[config.mk]
export PLATFORM = sky130hd
export DESIGN_NAME = sysid_probe
export DESIGN_NICKNAME = d
export VERILOG_FILES = /design/src/rtl/sysid_probe.sv
export SDC_FILE = /design/constraint.sdc
export NUM_CORES = 1
export LEC_CHECK = 0
export ABC_AREA = 1
export CAP_MARGIN = 20
export CORE_MARGIN = 4
export CORE_UTILIZATION = 52
export DETAILED_ROUTE_END_ITERATION = 6
export PLACE_DENSITY_LB_ADDON = 0.3
export SKIP_CTS_REPAIR_TIMING = 1
export SLEW_MARGIN = 20
export SYNTH_ARGS = -nofsm -noshare
export SYNTH_HDL_FRONTEND = slang
export SYNTH_SLANG_ARGS = --single-unit
[constraint.sdc]
create_clock -name clock -period 2.9 [get_ports clock]
set_input_delay 0.58 -clock clock [delete_from_list [all_inputs] [get_ports clock]]
set_output_delay 0.58 -clock clock [all_outputs]
set_load 0.005 [all_outputs]
[src/rtl/sysid_probe.sv]
// Reads the system-ID slave (ID word, then timestamp) after reset or on request and publishes
// sticky match/timeout status. Define SYSID_PERIODIC_CHECK_EN for periodic automatic re-checks.
module sysid_probe #(
  parameter logic [31:0] EXPECTED_ID    = 32'd21573,
  parameter logic [31:0] EXPECTED_TS    = 32'd1461100872,
  parameter int unsigned TIMEOUT_CYCLES = 255,
  parameter int unsigned RECHECK_PERIOD = 50_000_000
) (
  input  logic        clock,
  input  logic        reset_n,
  input  logic        start,
  output logic        avm_address,
  output logic        avm_read,
  input  logic        avm_waitrequest,
  input  logic [31:0] avm_readdata,
  output logic [31:0] id_value,
  output logic [31:0] ts_value,
  output logic        busy,
  output logic        done,
  output logic        id_match,
  output logic        ts_match,
  output logic        timeout_err
);

  if (TIMEOUT_CYCLES < 1 || TIMEOUT_CYCLES > 65535) begin : gen_bad_timeout
    $error("sysid_probe: TIMEOUT_CYCLES must be within 1..65535");
  end
  if (RECHECK_PERIOD < 1) begin : gen_bad_period
    $error("sysid_probe: RECHECK_PERIOD must be at least 1");
  end

  // Timeout fires on the edge where the wait counter would reach TIMEOUT_CYCLES.
  localparam logic [15:0] TimeoutLast = 16'(TIMEOUT_CYCLES - 1);

  typedef enum logic [1:0] {StIdle, StRdId, StRdTs, StDone} state_e;

  state_e      state_q, state_d;
  logic [15:0] wait_cnt_q, wait_cnt_d;
  logic [31:0] id_value_q, id_value_d;
  logic [31:0] ts_value_q, ts_value_d;
  logic        id_match_q, id_match_d;
  logic        ts_match_q, ts_match_d;
  logic        timeout_q, timeout_d;
  logic        restart;

`ifdef SYSID_PERIODIC_CHECK_EN
  localparam logic [31:0] RecheckLast = 32'(RECHECK_PERIOD - 1);
  logic [31:0] period_cnt_q, period_cnt_d;
`endif

  always_comb begin
    state_d    = state_q;
    wait_cnt_d = wait_cnt_q;
    id_value_d = id_value_q;
    ts_value_d = ts_value_q;
    id_match_d = id_match_q;
    ts_match_d = ts_match_q;
    timeout_d  = timeout_q;
    restart    = 1'b0;
`ifdef SYSID_PERIODIC_CHECK_EN
    period_cnt_d = period_cnt_q;
`endif

    case (state_q)
      StIdle: begin
        state_d    = StRdId;
        wait_cnt_d = '0;
      end
      StRdId, StRdTs: begin
        // A completed transfer always takes priority over the stall limit.
        if (!avm_waitrequest) begin
          wait_cnt_d = '0;
          if (state_q == StRdId) begin
            id_value_d = avm_readdata;
            id_match_d = (avm_readdata == EXPECTED_ID);
            state_d    = StRdTs;
          end else begin
            ts_value_d = avm_readdata;
            ts_match_d = (avm_readdata == EXPECTED_TS);
            state_d    = StDone;
          end
        end else if (wait_cnt_q == TimeoutLast) begin
          wait_cnt_d = wait_cnt_q + 16'd1;
          timeout_d  = 1'b1;
          id_match_d = 1'b0;
          ts_match_d = 1'b0;
          state_d    = StDone;
        end else begin
          wait_cnt_d = wait_cnt_q + 16'd1;
        end
      end
      StDone: begin
        restart = start;
`ifdef SYSID_PERIODIC_CHECK_EN
        if (period_cnt_q == RecheckLast) begin
          restart = 1'b1;
        end else begin
          period_cnt_d = period_cnt_q + 32'd1;
        end
`endif
        if (restart) begin
          state_d    = StRdId;
          wait_cnt_d = '0;
          id_match_d = 1'b0;
          ts_match_d = 1'b0;
          timeout_d  = 1'b0;
        end
      end
      default: state_d = StIdle;
    endcase

`ifdef SYSID_PERIODIC_CHECK_EN
    // Holding the counter at zero outside StDone makes every entry start a fresh period.
    if (state_q != StDone) begin
      period_cnt_d = '0;
    end
`endif
  end

  always_ff @(posedge clock or negedge reset_n) begin
    if (!reset_n) begin
      state_q    <= StIdle;
      wait_cnt_q <= '0;
      id_value_q <= '0;
      ts_value_q <= '0;
      id_match_q <= 1'b0;
      ts_match_q <= 1'b0;
      timeout_q  <= 1'b0;
    end else begin
      state_q    <= state_d;
      wait_cnt_q <= wait_cnt_d;
      id_value_q <= id_value_d;
      ts_value_q <= ts_value_d;
      id_match_q <= id_match_d;
      ts_match_q <= ts_match_d;
      timeout_q  <= timeout_d;
    end
  end

`ifdef SYSID_PERIODIC_CHECK_EN
  always_ff @(posedge clock or negedge reset_n) begin
    if (!reset_n) begin
      period_cnt_q <= '0;
    end else begin
      period_cnt_q <= period_cnt_d;
    end
  end
`endif

  // Bus strobes and phase flags decode straight from the state flops.
  assign avm_read    = (state_q == StRdId) || (state_q == StRdTs);
  assign avm_address = (state_q == StRdTs);
  assign busy        = avm_read;
  assign done        = (state_q == StDone);
  assign id_value    = id_value_q;
  assign ts_value    = ts_value_q;
  assign id_match    = id_match_q;
  assign ts_match    = ts_match_q;
  assign timeout_err = timeout_q;

endmodule

## After elaboration in Yosys (flattened, before gate mapping)

Cells that the tools add are included.

- Add/subtract/negate cells: 1
- Eq/ne operators: 12
- Muxes and demuxes: 19
- Bitwise logic cells: 2
- Reduce and logical (&&, ||, !) cells: 10

Operators with widths:

| operator | count |
|---|---|
| $pmux 16 s3 | 1 |
| $eq 32x15->1 const B | 1 |
| $eq 32x31->1 const B | 1 |
| $mux 16 | 2 |
| $add 16x1->16 const B | 1 |
| $eq 16x8->1 const B | 1 |
| $reduce_and 4->1 | 3 |
| $mux 1 | 9 |
| $ne 3x3->1 const B | 3 |
| $mux 2 | 3 |
| $ne 2x2->1 const B | 3 |
| $pmux 1 s2 | 3 |
| $pmux 2 s3 | 1 |
| $reduce_and 3->1 | 2 |
| $eq 2x2->1 const B | 2 |
| $eq 2x1->1 const B | 1 |
| $logic_not 2->1 | 1 |
| $not 1->1 | 2 |
| $reduce_and 2->1 | 1 |
| $reduce_bool 2->1 | 1 |
| $reduce_or 2->1 | 1 |
| $logic_or 1x1->1 | 1 |

- Bits in registers: 85
- Input bits: 36
- Output and inout bits: 71
- Logic and storage cells: 51

## Logic depth before layout (Yosys ltp)

- Depth after elaboration: 4
- Gate-level depth with buffers: 11
- Depth with buffers taken out: 11

## Worst setup path before layout

No wires, ideal clock.

- Path kind: reg2reg
- From: register state_q[0]
- To: register ts_match_q, in the netlist ts_match
- Library setup time: 113 ps
- Arrival: 1447 ps
- Data required time: 2787 ps
- Path slack: 1341 ps
- Cell stages (with the launch flop): 11
- Buffers on the path: 0
- Period minus slack after synthesis: 1559 ps
- Path through: dfrtp_1 -> inv_1 -> ha_1 -> nand2_2 -> inv_2 -> nor2_2 -> inv_2 -> nand2_4 -> nand3_1 -> nand2_1 -> inv_1

- Word-level cells in the longest chain between the ends: 4
- Elaborated cells between the ends (all ways): 10
- Those cells by class: eq/ne: 6; mux: 1; reduce/logical: 3

Ends and longest elaborated chain:

| element | RTL line | RTL |
|---|---|---|
| start, declared | 37 | `state_e state_q, state_d;` |
| start signal, assigned | 122 | `state_q <= StIdle;` |
| start signal, assigned | 130 | `state_q <= state_d;` |
| $eq 2x2->1 / $eq 2x1->1 (equally long branches) | 64, 73 |  |
| $reduce_or 2->1 | 64 | `case (state_q)` |
| $ne 3x3->1 (no source line) / $reduce_bool 2->1 (equally long branches) | -- |  |
| $reduce_and 4->1 (no source line) | -- |  |
| end signal, assigned | 135 | `ts_match_q <= ts_match_d;` |
| end, declared | 42 | `logic ts_match_q, ts_match_d;` |

Several ways; a longest one is shown, not always the timed one.
A chain may end at the register's enable or synchronous reset.

## Worst setup path in the final report

- From: register state_q[0]
- To: output avm_read

- Word-level cells in the longest chain between the ends: 2
- Elaborated cells between the ends (all ways): 3
- Those cells by class: eq/ne: 2; reduce/logical: 1

Ends and longest elaborated chain:

| element | RTL line | RTL |
|---|---|---|
| $eq 2x1->1 / $eq 2x2->1 (equally long branches) | 151 | `assign avm_read = (state_q == StRdId) \|\| (state_q == StRdTs);` |
| $logic_or 1x1->1 * | 151 |  |
| end, declared | 13 | `output logic avm_read,` |

Every way passes the cells marked *; elsewhere a longest branch is shown, timed or not.

==> run metrics <==
cell row count=31; drt pass-1 iters=5; Switching Share=a little over a third; CP Class=reg -> out; drt first-iter violations=approximately 180; CTS root buf=clkbuf_8; crit-path max FO=7; clk buf depth=2; pwr dens=roughly 950 nW/um^2; vias in the first global route=about 3.4k; slowest cell delay on critical path=approximately 0.55 ns; dpl hpwl=7065 um; largest net degree at the start of global routing=66; Die Width=roughly 95 um; slew of the pin with the lowest slew margin=0.5781 ns; family with the most delay on the worst path=buffers and inverters; final antenna-violating net count=0; Setup Skew=roughly 0.0086 ns; Placer Congestion=0.8887; initial antenna violation count=0; HP Class=in -> async; Critical-path top delay cell=clkdlybuf4s50_1; non-filler cells, final=~680; DRC=0; H-tree depth=3; Initial Util=53.77%; Mapped Area=3900 sq um; TritonCTS buffer count=9; routed vias/inst=5.058; maximum VDD drop=about 0.57 mV; hold_ws=~0.19 ns; Fin. Hold Viols=0; WL/cell=14.12 um; critical-path cell list=inv_1 -> ha_1 -> clkdlybuf4s50_1; Worst EP required=2.32 ns; leakage=roughly 2.5 nW; Synth area leader=dfrtp_1; Clock Latency Late Sink=between 0.3 and 0.4 ns; crit path launch type=register; share of power burned in registers=39.0%; Die ar.=a little under 9000 sq um; Yosys cell types=32; nets=roughly 600; Fmax=between 400 and 500 MHz; Placed Instance Area=approximately 5000 sq um; Syn Nets=between 500 and 600; Power Internal=3.201 mW; setup violators final=0; die height=about 95 um; share of the synthesized area in the top cell type=between 50% and 60%; clock-pin slew on the worst setup and hold paths=roughly 0.090 ns; largest cells by area after synthesis=dfrtp_1, nand2_1, o21ai_0; Final Cycle Share=82.78%; CTS tree=yes; Final Power=roughly 5 mW; Worst Slack Setup Final=between 0.4 and 0.5 ns; Core ar.=between 7000 and 8000 sq um; ant diodes=0; layout cell share with drive strength beyond 1=9.359%; post-synthesis sequential area ratio=between 50% and 60%; IO Count=between 100 and 150; first-pass GRT wire length=about 16000 um; Yosys warnings=0; via count=roughly 3.4k; gr ovfl total=0; clock network power share=between 15 and 20%; total negative setup slack=0 ns; WP buf/inv=2; Worst EP arrival=between 1.5 and 2 ns; Yosys reg bits=85; sw power=between 1.5 and 2 mW; Port Buffers=roughly 110; status=complete, no violations; DP Cell Count=660; Max Slew Vio Count=0; post-synthesis average cell area=roughly 8.4 sq um; dpl ws=about 0.65 ns; Area Overhead vs Synth=34.17%; max-cap violation count=0; clk sinks=85; RSZ-0062 raised after global routing=false; wirelength, routed=between 9000 and 10000 um; Mapped Cells=465; design area=5233 sq um; Setup crit end kind=output port; GRT Overall Usage=approximately 23%; Relative slew margins=just over 60%; final core occ=approximately 72%; minimum clock period=2.401 ns; Comb pwr share=45.6%
power by group through the flow:
| stage | clock [mW] | combinational [mW] | sequential (mW) |
|---|---|---|---|
| floorplan | 0 | 0.969 | 1.95 |
| global placement | 0 | 2.19 | 1.95 |
| detailed placement | 0 | 2.28 | 1.94 |
| CTS | 0.786 | 2.29 | 1.94 |
| global route | 0.839 | 2.53 | 2.00 |
| finish | 0.769 | 2.27 | 1.94 |
layout by cell type (no fill, tap or decap), types with 2 or more instances in the layout:
master             n
nand3b_1           2
nand4_1            4
clkinv_2           2
nand2_1          129
dfrtp_1           85
o21ai_1           17
inv_2              7
clkinv_4           2
buf_4              6
nor3_1             2
nand3_1           14
o21ai_0           53
nand3_2            2
xnor2_1            2
nor2_1            47
clkbuf_8          10
clkinvlp_4         2
clkdlybuf4s50_1  105
a21oi_1            5
nand2_4            2
nor2_2             7
nor2_4             5
inv_1             47
ha_1               6
nand2_2            5
routing by layer:
metal | share of wire [%] | global-route usage (%)
met1 | 43 | 30.33
met2 | 48 | 36.05
met3 | 7.6 | 6.773
met4 | 1.8 | 9.375
met5 | 0 | 0
kinds of logic after synthesis:
kind of cell / after synthesis / synth area share, %
xor gates and xnor gates: 3 / 0.6738
buffers and inverters: 71 / 7.315
DFF: 85 / 54.54
AOI/OAI and AO/OA: 80 / 10.72
adders and majority gates: 6 / 1.925
and+or+nand+nor: 220 / 24.83
worst paths after layout:
check,from,end,slack [ns],depth (start not counted)
setup / recovery,state_q[0]$_DFFE_PN0P_,avm_read,0.50,3
hold / removal,reset_n,ts_value[29]$_DFFE_PN0P_,0.19,1
setup reg to reg,state_q[0]$_DFFE_PN0P_,ts_value[24]$_DFFE_PN0P_,0.92,8
hold reg to reg,ts_value[0]$_DFFE_PN0P_,ts_value[0]$_DFFE_PN0P_,0.49,2
max in group asynchronous,reset_n,ts_value[3]$_DFFE_PN0P_,2.02,2
min in group clock,ts_value[0]$_DFFE_PN0P_,ts_value[0]$_DFFE_PN0P_,0.49,2
synth_stat cells:
| library cell | instances |
|---|---|
| nand2_1 | 130 |
| a21oi_2 | 1 |
| o21bai_1 | 1 |
| nor3_4 | 1 |
| clkinv_2 | 1 |
| o31ai_1 | 1 |
| dfrtp_1 | 85 |
| nand3_2 | 2 |
| xor2_1 | 1 |
| inv_1 | 47 |
| nor2_4 | 5 |
| a22oi_2 | 1 |
| nand2_2 | 4 |
| xnor2_1 | 2 |
| ha_1 | 6 |
| nor2_2 | 7 |
| nand3_1 | 14 |
| nand3b_1 | 2 |
| o21ai_1 | 17 |
| buf_2 | 10 |
| clkbuf_2 | 1 |
| a21oi_1 | 5 |
| clkbuf_1 | 3 |
| clkinv_1 | 1 |
| nor3_1 | 2 |
| inv_2 | 7 |
| nand2_4 | 2 |
| o22ai_1 | 1 |
| nor2_1 | 47 |
| o21ai_0 | 53 |
| nand4_1 | 4 |
| buf_4 | 1 |
layout make-up:
| class | count | area, sq um |
|---|---|---|
| flip-flops and latches | 85 | 2127 |
| fillers | 559 | 2021 |
| multi-input cells | 309 | 1490 |
| repair buffers | 111 | 1096 |
| inverters | 56 | 211.5 |
| clock buffers | 10 | 137.6 |
| well taps | 99 | 123.9 |
| clock inverters | 6 | 46.29 |
flip-flops by register name, summed over array words and instances (netlist names):
signal,flops
wait_cnt_q,16
id_value,32
timeout_err,1
ts_match,1
id_match,1
ts_value,32
state_q,2
worst reg2reg max path, cell delays in order, from the launching register on:
cell     delay [ns]
dfrtp_1        0.40
inv_1          0.09
ha_1           0.41
nand2_1        0.15
nor2_2         0.06
inv_2          0.34
buf_4          0.31
nand2_1        0.07
o21ai_0        0.09
Power figures use the tool's default switching activity.
